$ cat src/rtl/w5300_bus_arbiter.sv
// w5300_bus_arbiter: shares the W5300 register bus among requesters with priority, round-robin, lock and watchdog
module w5300_bus_arbiter #(
    parameter int NUM_REQ        = 4,
    parameter int PRIO0          = 1,
    parameter int TIMEOUT_CYCLES = 1024
) (
    input  logic                  clk,
    input  logic                  rst_n,
    input  logic [NUM_REQ-1:0]    req_valid,
    input  logic [NUM_REQ-1:0]    req_rd,
    input  logic [NUM_REQ-1:0]    req_lock,
    input  logic [NUM_REQ*10-1:0] req_addr,
    input  logic [NUM_REQ*16-1:0] req_wdata,
    output logic [NUM_REQ-1:0]    req_ack,
    output logic [NUM_REQ-1:0]    req_grant,
    output logic [15:0]           rsp_rdata,
    output logic                  rsp_err,
    output logic                  timeout_flag,
    output logic                  busy,
    output logic [11:0]           caddr,
    output logic [15:0]           wr_data,
    input  logic [15:0]           rd_data,
    input  logic                  op_status
);
    localparam int PW = (NUM_REQ > 1) ? $clog2(NUM_REQ) : 1;
    localparam int CW = (TIMEOUT_CYCLES > 0) ? $clog2(TIMEOUT_CYCLES + 1) : 1;
    typedef enum logic [1:0] {IDLE, ACCESS, GAP} state_t;
    state_t state, state_d;
    logic [PW-1:0] owner, ptr, win, cand;
    logic win_vld, win_prio, locked, done, tmo;
    logic [CW-1:0] wdog;
    logic [9:0] addr_a [NUM_REQ];
    logic [15:0] wdata_a [NUM_REQ];
    for (genvar g = 0; g < NUM_REQ; g++) begin : g_unpack
        assign addr_a[g]  = req_addr[g*10 +: 10];
        assign wdata_a[g] = req_wdata[g*16 +: 16];
    end
    assign done = state == ACCESS && op_status;
    assign tmo  = state == ACCESS && !op_status && TIMEOUT_CYCLES != 0 && wdog == CW'(TIMEOUT_CYCLES - 1);
    assign busy = state != IDLE;
    // winner selection: held lock, then requester-0 priority, then round-robin after the pointer
    always_comb begin
        win = ptr;
        win_vld = 1'b0;
        win_prio = 1'b0;
        cand = ptr;
        if (locked && req_valid[owner]) begin
            win = owner;
            win_vld = 1'b1;
        end else if (PRIO0 != 0 && req_valid[0]) begin
            win = '0;
            win_vld = 1'b1;
            win_prio = 1'b1;
        end else for (int i = NUM_REQ; i >= 1; i--) begin
            cand = PW'((int'(ptr) + i) % NUM_REQ);
            if (req_valid[cand]) begin
                win = cand;
                win_vld = 1'b1;
            end
        end
    end
    // state register
    always_ff @(posedge clk or negedge rst_n)
        if (!rst_n) state <= IDLE;
        else state <= state_d;
    // next state: GAP always lasts exactly one cycle
    always_comb
        state_d = (state == IDLE) ? (win_vld ? ACCESS : IDLE) :
                  (state == ACCESS) ? ((done || tmo) ? GAP : ACCESS) : IDLE;
    // bus command, ownership, watchdog and response registers
    always_ff @(posedge clk or negedge rst_n)
        if (!rst_n) begin
            owner <= '0;
            ptr <= '0;
            locked <= 1'b0;
            wdog <= '0;
            caddr <= 12'hC00;
            wr_data <= '0;
            req_ack <= '0;
            req_grant <= '0;
            rsp_rdata <= '0;
            rsp_err <= 1'b0;
            timeout_flag <= 1'b0;
        end else begin
            req_ack <= '0;
            if (state == IDLE) begin
                locked <= 1'b0;
                req_grant <= win_vld ? NUM_REQ'(1) << win : '0;
                if (win_vld) begin
                    owner <= win;
                    caddr <= {1'b0, req_rd[win], addr_a[win]};
                    wr_data <= wdata_a[win];
                    wdog <= '0;
                    if (!win_prio) ptr <= win;
                end
            end else if (state == ACCESS) begin
                if (!(&wdog)) wdog <= wdog + CW'(1);
                if (done || tmo) begin
                    caddr[11] <= 1'b1;
                    req_ack <= req_grant;
                    rsp_rdata <= done ? rd_data : '0;
                    rsp_err <= !done;
                    locked <= done && req_lock[owner];
                    timeout_flag <= timeout_flag || !done;
                end
            end else if (!locked) req_grant <= '0;
        end
endmodule

$ cat config.mk
export PLATFORM = sky130hd
export DESIGN_NAME = w5300_bus_arbiter
export DESIGN_NICKNAME = d
export VERILOG_FILES = /design/src/rtl/w5300_bus_arbiter.sv
export SDC_FILE = /design/constraint.sdc
export NUM_CORES = 1
export LEC_CHECK = 0
export CAP_MARGIN = 10
export CORE_AREA = 2 2 104 106
export DETAILED_ROUTE_END_ITERATION = 12
export DIE_AREA = 0 0 106 108
export PLACE_DENSITY = 0.76
export SYNTH_ARGS = -nofsm -noshare
export SYNTH_HDL_FRONTEND = slang
export SYNTH_SLANG_ARGS = --single-unit
$ cat constraint.sdc
create_clock -name clk -period 2.2 [get_ports clk]
set_input_delay 0.55 -clock clk [delete_from_list [all_inputs] [get_ports clk]]
set_output_delay 0.55 -clock clk [all_outputs]
set_load 0.01 [all_outputs]
==> flow_metrics.env, run 1 <==
export IMPL_drive_above_1_share=0.142
export IMPL_finalCriticalPeriod_ps=2070
export IMPL_synthMuxAreaShare=0.0449
export IMPL_grt_first_pass_wirelength_um=19200
export IMPL_dominantRegCellSynth="dfrtp_1"
export IMPL_grt_use_met1=0.251
export IMPL_stdcell_count=729
export IMPL_ir_drop_mv=0.497
export IMPL_crit_type="register to register"
export IMPL_hpwl_um=8820
export IMPL_dp_cells=702
export IMPL_synthArstFlopShare=1.00
export IMPL_n_antenna_cell=0
export IMPL_wl_per_cell_um=16.7
export IMPL_clock_skew_final_ps=11.3
export IMPL_rows=37
export IMPL_gr_max_usage_layer="met2"
export IMPL_syn_avg_cell_area_sq_um=9.87
export IMPL_critPathSlowestCell="dfrtp_1"
export IMPL_hold_viol_final=0
export IMPL_die_y_um=108
export IMPL_tightest_slew_ps=583
export IMPL_cts_buffer_depth=2
export IMPL_use_met3=0.0609
export IMPL_synth_nets=506
export IMPL_syn_area_sq_um=3650
export IMPL_viasPerCell=5.26
export IMPL_synth_top_family_by_area="compound AO/OA/AOI/OAI gates"
export IMPL_synth_xor_area_frac=0.00240
export IMPL_clk_pin_slew_worst_paths_ps=80
export IMPL_clock_latency_ps=340
export IMPL_fmax_ghz=0.483
export IMPL_first_pass_iters=5
export IMPL_cts_made_buffers=9
export IMPL_synth_warnings=0
export IMPL_initial_core_util=0.357
export IMPL_arrival_ps=2290
export IMPL_cts_sinks=72
export IMPL_maxCapViolCount=0
export IMPL_design_die_area_sq_um=11400
export IMPL_cts_root_buffer="clkbuf_8"
export IMPL_synth_fa_ha_area_frac=0.00342
export IMPL_syn_instance_count=370
export IMPL_cp_data_required_time_ps=2420
export IMPL_antenna_left=0
export IMPL_p_per_area_nw_per_um2=1130
export IMPL_fill_cells=862
export IMPL_layout_common_cells="183 x clkdlybuf4s50_1, 74 x nand2_1, 68 x dfrtp_1"
export IMPL_pin_count=190
export IMPL_relSlewSlack=0.611
export IMPL_utilization=0.614
export IMPL_maxSlewViolCount=0
export IMPL_crit_chain="nand3b_1 > a311oi_4 > buf_4 > buf_4 > o32ai_4 > buf_12 > a22oi_1 > o211ai_2"
export IMPL_portBuffers=189
export IMPL_cp_common_cell="buf_4"
export IMPL_cp_slowest_stage_delay_ps=440
export IMPL_drt_iter0_markers=231
export IMPL_ys_seq_area_frac=0.494
export IMPL_gp_congestion=0.794
export IMPL_cts_tree="yes"
export IMPL_synth_edff_count=0
export IMPL_yosys_register_bits=72
export IMPL_remaining_drc_errors=0
export IMPL_finalCritPeriodShare=0.940
export IMPL_grt_util_met2=0.381
export IMPL_min_path_type="input port to async pin"
export IMPL_setup_viol=0
export IMPL_postCtsHoldBufs=0
export IMPL_synth_simple_area_share=0.157
export IMPL_start_kind="register"
export IMPL_die_width_um=106
export IMPL_grt_usage=0.212
export IMPL_cts_max_level=3
export IMPL_ys_types=49
export IMPL_cp_max_fo=12
export IMPL_power_leakage_nw=2.60
export IMPL_globalRouteOverflowTotal=0
export IMPL_vias=3835
export IMPL_grt_pass1_vias=3874
export IMPL_crit_path_end_kind="register"
export IMPL_core_area_sq_um=10200
export IMPL_nets=724
export IMPL_syn2layout_area_growth_pct=72.0
export IMPL_wl_um=12200
export IMPL_layout_commonest_cell="clkdlybuf4s50_1"
export IMPL_rsz0062_at_grt="false"
export IMPL_grt_max_degree=44
export IMPL_status="completed"
export IMPL_antenna_found_initial=0
export IMPL_synth_compound_area_frac=0.256
timing repair:
item,in CTS,in global routing
cloned,2,0
pin swaps,5,3
gates resized for setup,13,17
endpoints found under the setup margin,30,26
buffers inserted,7,2
stage by stage:
stage | hold WS, ps | worst slack [ps] | cell area (sq um) | TNS [ps] | total power [mW]
after global placement | 449 | -713 | 5890 | -22390 | 5.64
after CTS | 212 | 16.5 | 6260 | 0 | 7.14
final | 208 | 131 | 6280 | 0 | 7.12
after detailed placement | 458 | -838 | 5890 | -24450 | 5.75
after global routing | 217 | 15.1 | 6280 | 0 | 7.61
after floorplan | 254 | 114 | 3650 | 0 | 3.94
layout make-up:
cell class	count	area (sq um)	area share
clock buffers	11	131	0.0209
well taps	136	170	0.0271
clock inverters	5	81.3	0.0129
multi-input cells	270	1790	0.285
inverters	6	22.5	0.00358
repair buffers	229	2280	0.363
flip-flops and latches	72	1810	0.287
path summary, 6_finish.rpt:
| kind | depth (start not counted) | slack [ps] | end | startpoint |
|---|---|---|---|---|
| min in group clk | 1 | 470 | timeout_flag | timeout_flag |
| max reg2reg | 8 | 130 | wr_data[6] | ptr[0] |
| min | 1 | 210 | caddr[9] | rst_n |
| max | 8 | 130 | wr_data[6] | ptr[0] |
| max in group asynchronous | 2 | 1450 | locked | rst_n |
| min reg2reg | 1 | 470 | timeout_flag | timeout_flag |
worst max-delay path, delay by kind of cell (launching register included):
family	cells	cell delay, ps
flip-flops	1	440
AND/OR/NAND/NOR	1	220
buffers and inverters	3	490
AO/OA/AOI/OAI	4	810
per-layer routing:
metal  routed length (um)  part of all wire
met1                 4760              0.39
met2                 6360              0.52
met3                  875             0.072
met4                  178             0.015
met5                    0                 0
cell families (layout without fill, tap and decap cells):
group / count (synthesis) / count (layout)
compound gates: 127 / 128
simple gates: 126 / 126
flops: 72 / 72
buf+inv: 29 / 251
mux: 14 / 14
fa+ha+maj: 1 / 1
xor+xnor: 1 / 1
where the power goes:
group | internal, mW | leakage, nW | switching, mW | total, mW
Clock | 0.640 | 0.104 | 0.497 | 1.14
Sequential | 1.85 | 0.915 | 0.324 | 2.18
Combinational | 2.05 | 1.59 | 1.75 | 3.80
Total | 4.54 | 2.60 | 2.57 | 7.12
sequential cells by signal, summed over array words and instances (netlist names):
register      count
ptr               2
rsp_rdata        16
locked            1
caddr            12
req_grant         4
owner             2
timeout_flag      1
wr_data          16
rsp_err           1
req_ack           4
wdog             11
state             2
synth_stat cells (4+ instances only):
master | number | share of area
o211ai_1 | 21 | 0.043
nor2b_1 | 5 | 0.0086
a22oi_1 | 49 | 0.10
a21o_1 | 5 | 0.010
buf_6 | 4 | 0.012
mux2_1 | 4 | 0.012
buf_2 | 9 | 0.012
nor2_1 | 13 | 0.013
o21ai_0 | 31 | 0.042
nand2_1 | 75 | 0.077
nand3_1 | 8 | 0.011
dfrtp_1 | 70 | 0.48
clkbuf_1 | 8 | 0.0082
mux2i_1 | 7 | 0.019
inv_1 | 6 | 0.0062
No activity file was read; power rests on OpenSTA's default activity.
==> run 2: changes to the inputs <==
- CAP_MARGIN: 10 -> 20
==> results of run 2 <==
No change in the layout: final DEF, timing and power equal those of run 1.
==> run 3: changes to the inputs <==
- CORE_AREA: 2 2 104 106 -> 2 2 124 90
- DIE_AREA: 0 0 106 108 -> 0 0 126 92
==> flow_metrics.env, run 3 (synthesized netlist as in run 1, its figures left out) <==
export IMPL_status="completed"
export IMPL_antenna_found_initial=0
export IMPL_globalRouteOverflowTotal=0
export IMPL_cts_tree="yes"
export IMPL_layout_commonest_cell="clkdlybuf4s50_1"
export IMPL_clock_skew_final_ps=6.27
export IMPL_portBuffers=189
export IMPL_grt_first_pass_wirelength_um=19500
export IMPL_relSlewSlack=0.615
export IMPL_remaining_drc_errors=0
export IMPL_p_switching_mw=2.66
export IMPL_die_y_um=92
export IMPL_cts_buffer_depth=2
export IMPL_critPathSlowestCell="or3_4"
export IMPL_first_pass_iters=5
export IMPL_cp_data_required_time_ps=2440
export IMPL_pin_count=190
export IMPL_p_per_area_nw_per_um2=1160
export IMPL_hold_viol_final=0
export IMPL_nets=724
export IMPL_cts_root_buffer="clkbuf_16"
export IMPL_design_die_area_sq_um=11600
export IMPL_finalPower_mw=7.40
export IMPL_crit_chain="dlygate4sd2_1 > mux2i_1 > or2_2 > buf_4 > or3_4 > o41ai_4 > buf_4 > buf_12 > a22oi_1 > o211ai_1"
export IMPL_syn2layout_area_growth_pct=74.4
export IMPL_power_leakage_nw=2.64
export IMPL_grt_usage=0.212
export IMPL_p_int_mw=4.74
export IMPL_arrival_ps=2380
export IMPL_layout_common_cells="183 x clkdlybuf4s50_1, 74 x nand2_1, 68 x dfrtp_1"
export IMPL_drive_above_1_share=0.140
export IMPL_pwr_share_seq=0.297
export IMPL_cts_max_level=3
export IMPL_vias=3815
export IMPL_maxCapViolCount=0
export IMPL_r2r_slack_ps=80
export IMPL_maxSlewViolCount=0
export IMPL_wl_per_cell_um=16.7
export IMPL_pwr_share_comb=0.508
export IMPL_grt_pass1_vias=3940
export IMPL_placed_area_sq_um=5890
export IMPL_viasPerCell=5.23
export IMPL_tightest_slew_ps=577
export IMPL_cp_common_cell="buf_4"
export IMPL_rows=32
export IMPL_wl_um=12200
export IMPL_n_antenna_cell=0
export IMPL_start_kind="input port"
export IMPL_postCtsHoldBufs=0
export IMPL_ir_drop_mv=0.664
export IMPL_cts_made_buffers=9
export IMPL_cp_max_fo=12
export IMPL_min_path_type="input port to async pin"
export IMPL_setup_viol=0
export IMPL_tns_ps=0
export IMPL_fmax_ghz=0.468
export IMPL_hpwl_um=8700
export IMPL_initial_core_util=0.346
export IMPL_grt_max_degree=38
export IMPL_clkPwrFrac=0.195
export IMPL_ff2ff_path_depth=9
export IMPL_die_width_um=126
export IMPL_rsz0062_at_grt="false"
export IMPL_largest_registers="rsp_rdata x16, wr_data x16, caddr x12"
export IMPL_gp_congestion=0.891
export IMPL_crit_type="input port to register"
export IMPL_cp_slowest_stage_delay_ps=340
export IMPL_fin_area_sq_um=6370
export IMPL_clock_latency_ps=330
export IMPL_finalCriticalPeriod_ps=2140
export IMPL_switching_share=0.359
export IMPL_reg2reg_from="owner[0]"
export IMPL_cts_sinks=72
export IMPL_core_area_sq_um=10600
export IMPL_drt_iter0_markers=203
export IMPL_finalCritPeriodShare=0.972
export IMPL_clk_pin_slew_worst_paths_ps=60
export IMPL_antenna_left=0
export IMPL_reg2reg_to="caddr[5]"
export IMPL_crit_path_end_kind="register"
==> run 3: routing by layer <==
| metal | routed length [um] | GRT usage | part of all wire | vias up |
|---|---|---|---|---|
| li1 | - | - | - | 1802 |
| met1 | 5350 | 0.276 | 0.44 | 1857 |
| met2 | 5860 | 0.344 | 0.48 | 132 |
| met3 | 693 | 0.0548 | 0.057 | 24 |
| met4 | 247 | 0.0769 | 0.020 | 0 |
| met5 | 0 | 0 | 0 | - |
==> run 3: metrics by stage <==
stage | utilization | instances | hold WS (ps) | setup WS (ps)
finish | 0.603 | 729 | 102 | 61.0
global route | 0.603 | 729 | 108 | 0.610
CTS | 0.603 | 729 | 102 | 9.47
detailed placement | 0.557 | 701 | 452 | -850
global placement | 0.557 | 701 | 441 | -671
floorplan | - | 370 | 254 | 114
==> run 3: power groups by stage <==
stage	Combinational, mW	Sequential [mW]	Clock (mW)
2_1_floorplan	1.59	2.35	0
3_3_place_gp	3.41	2.19	0
3_5_place_dp	3.52	2.21	0
4_1_cts	3.77	2.20	1.48
5_1_grt	4.08	2.26	1.55
6_report	3.76	2.20	1.44
==> run 3: worst max-delay path by stage <==
stage / end / start
floorplan: caddr[0] / req_valid[3]
global placement: wr_data[8] / req_valid[1]
detailed placement: caddr[5] / req_valid[1]
CTS: caddr[5] / req_valid[2]
global route: caddr[5] / ptr[0]
finish: caddr[5] / req_valid[3]
==> run 3: cell type report <==
cell class	count	area (sq um)
tap	136	170
sequential	72	1810
multi-input combinational	270	1780
clock buffer	9	225
fill	908	4200
clock inverter	7	72.6
inverter	6	22.5
timing repair buffer	229	2290
==> run 3: critical path: cells and delay by family <==
family / cells / cell delay [ps]
buffers and inverters: 4 / 750
and+or+nand+nor: 2 / 660
AOI/OAI and AO/OA: 3 / 280
muxes: 1 / 130
==> run 3: timing repair <==
action,4_1_cts,5_1_grt
gates cloned,3,0
pin swaps,5,2
endpoints found under the setup margin,33,25
resized for setup,14,7
buffers inserted,9,0
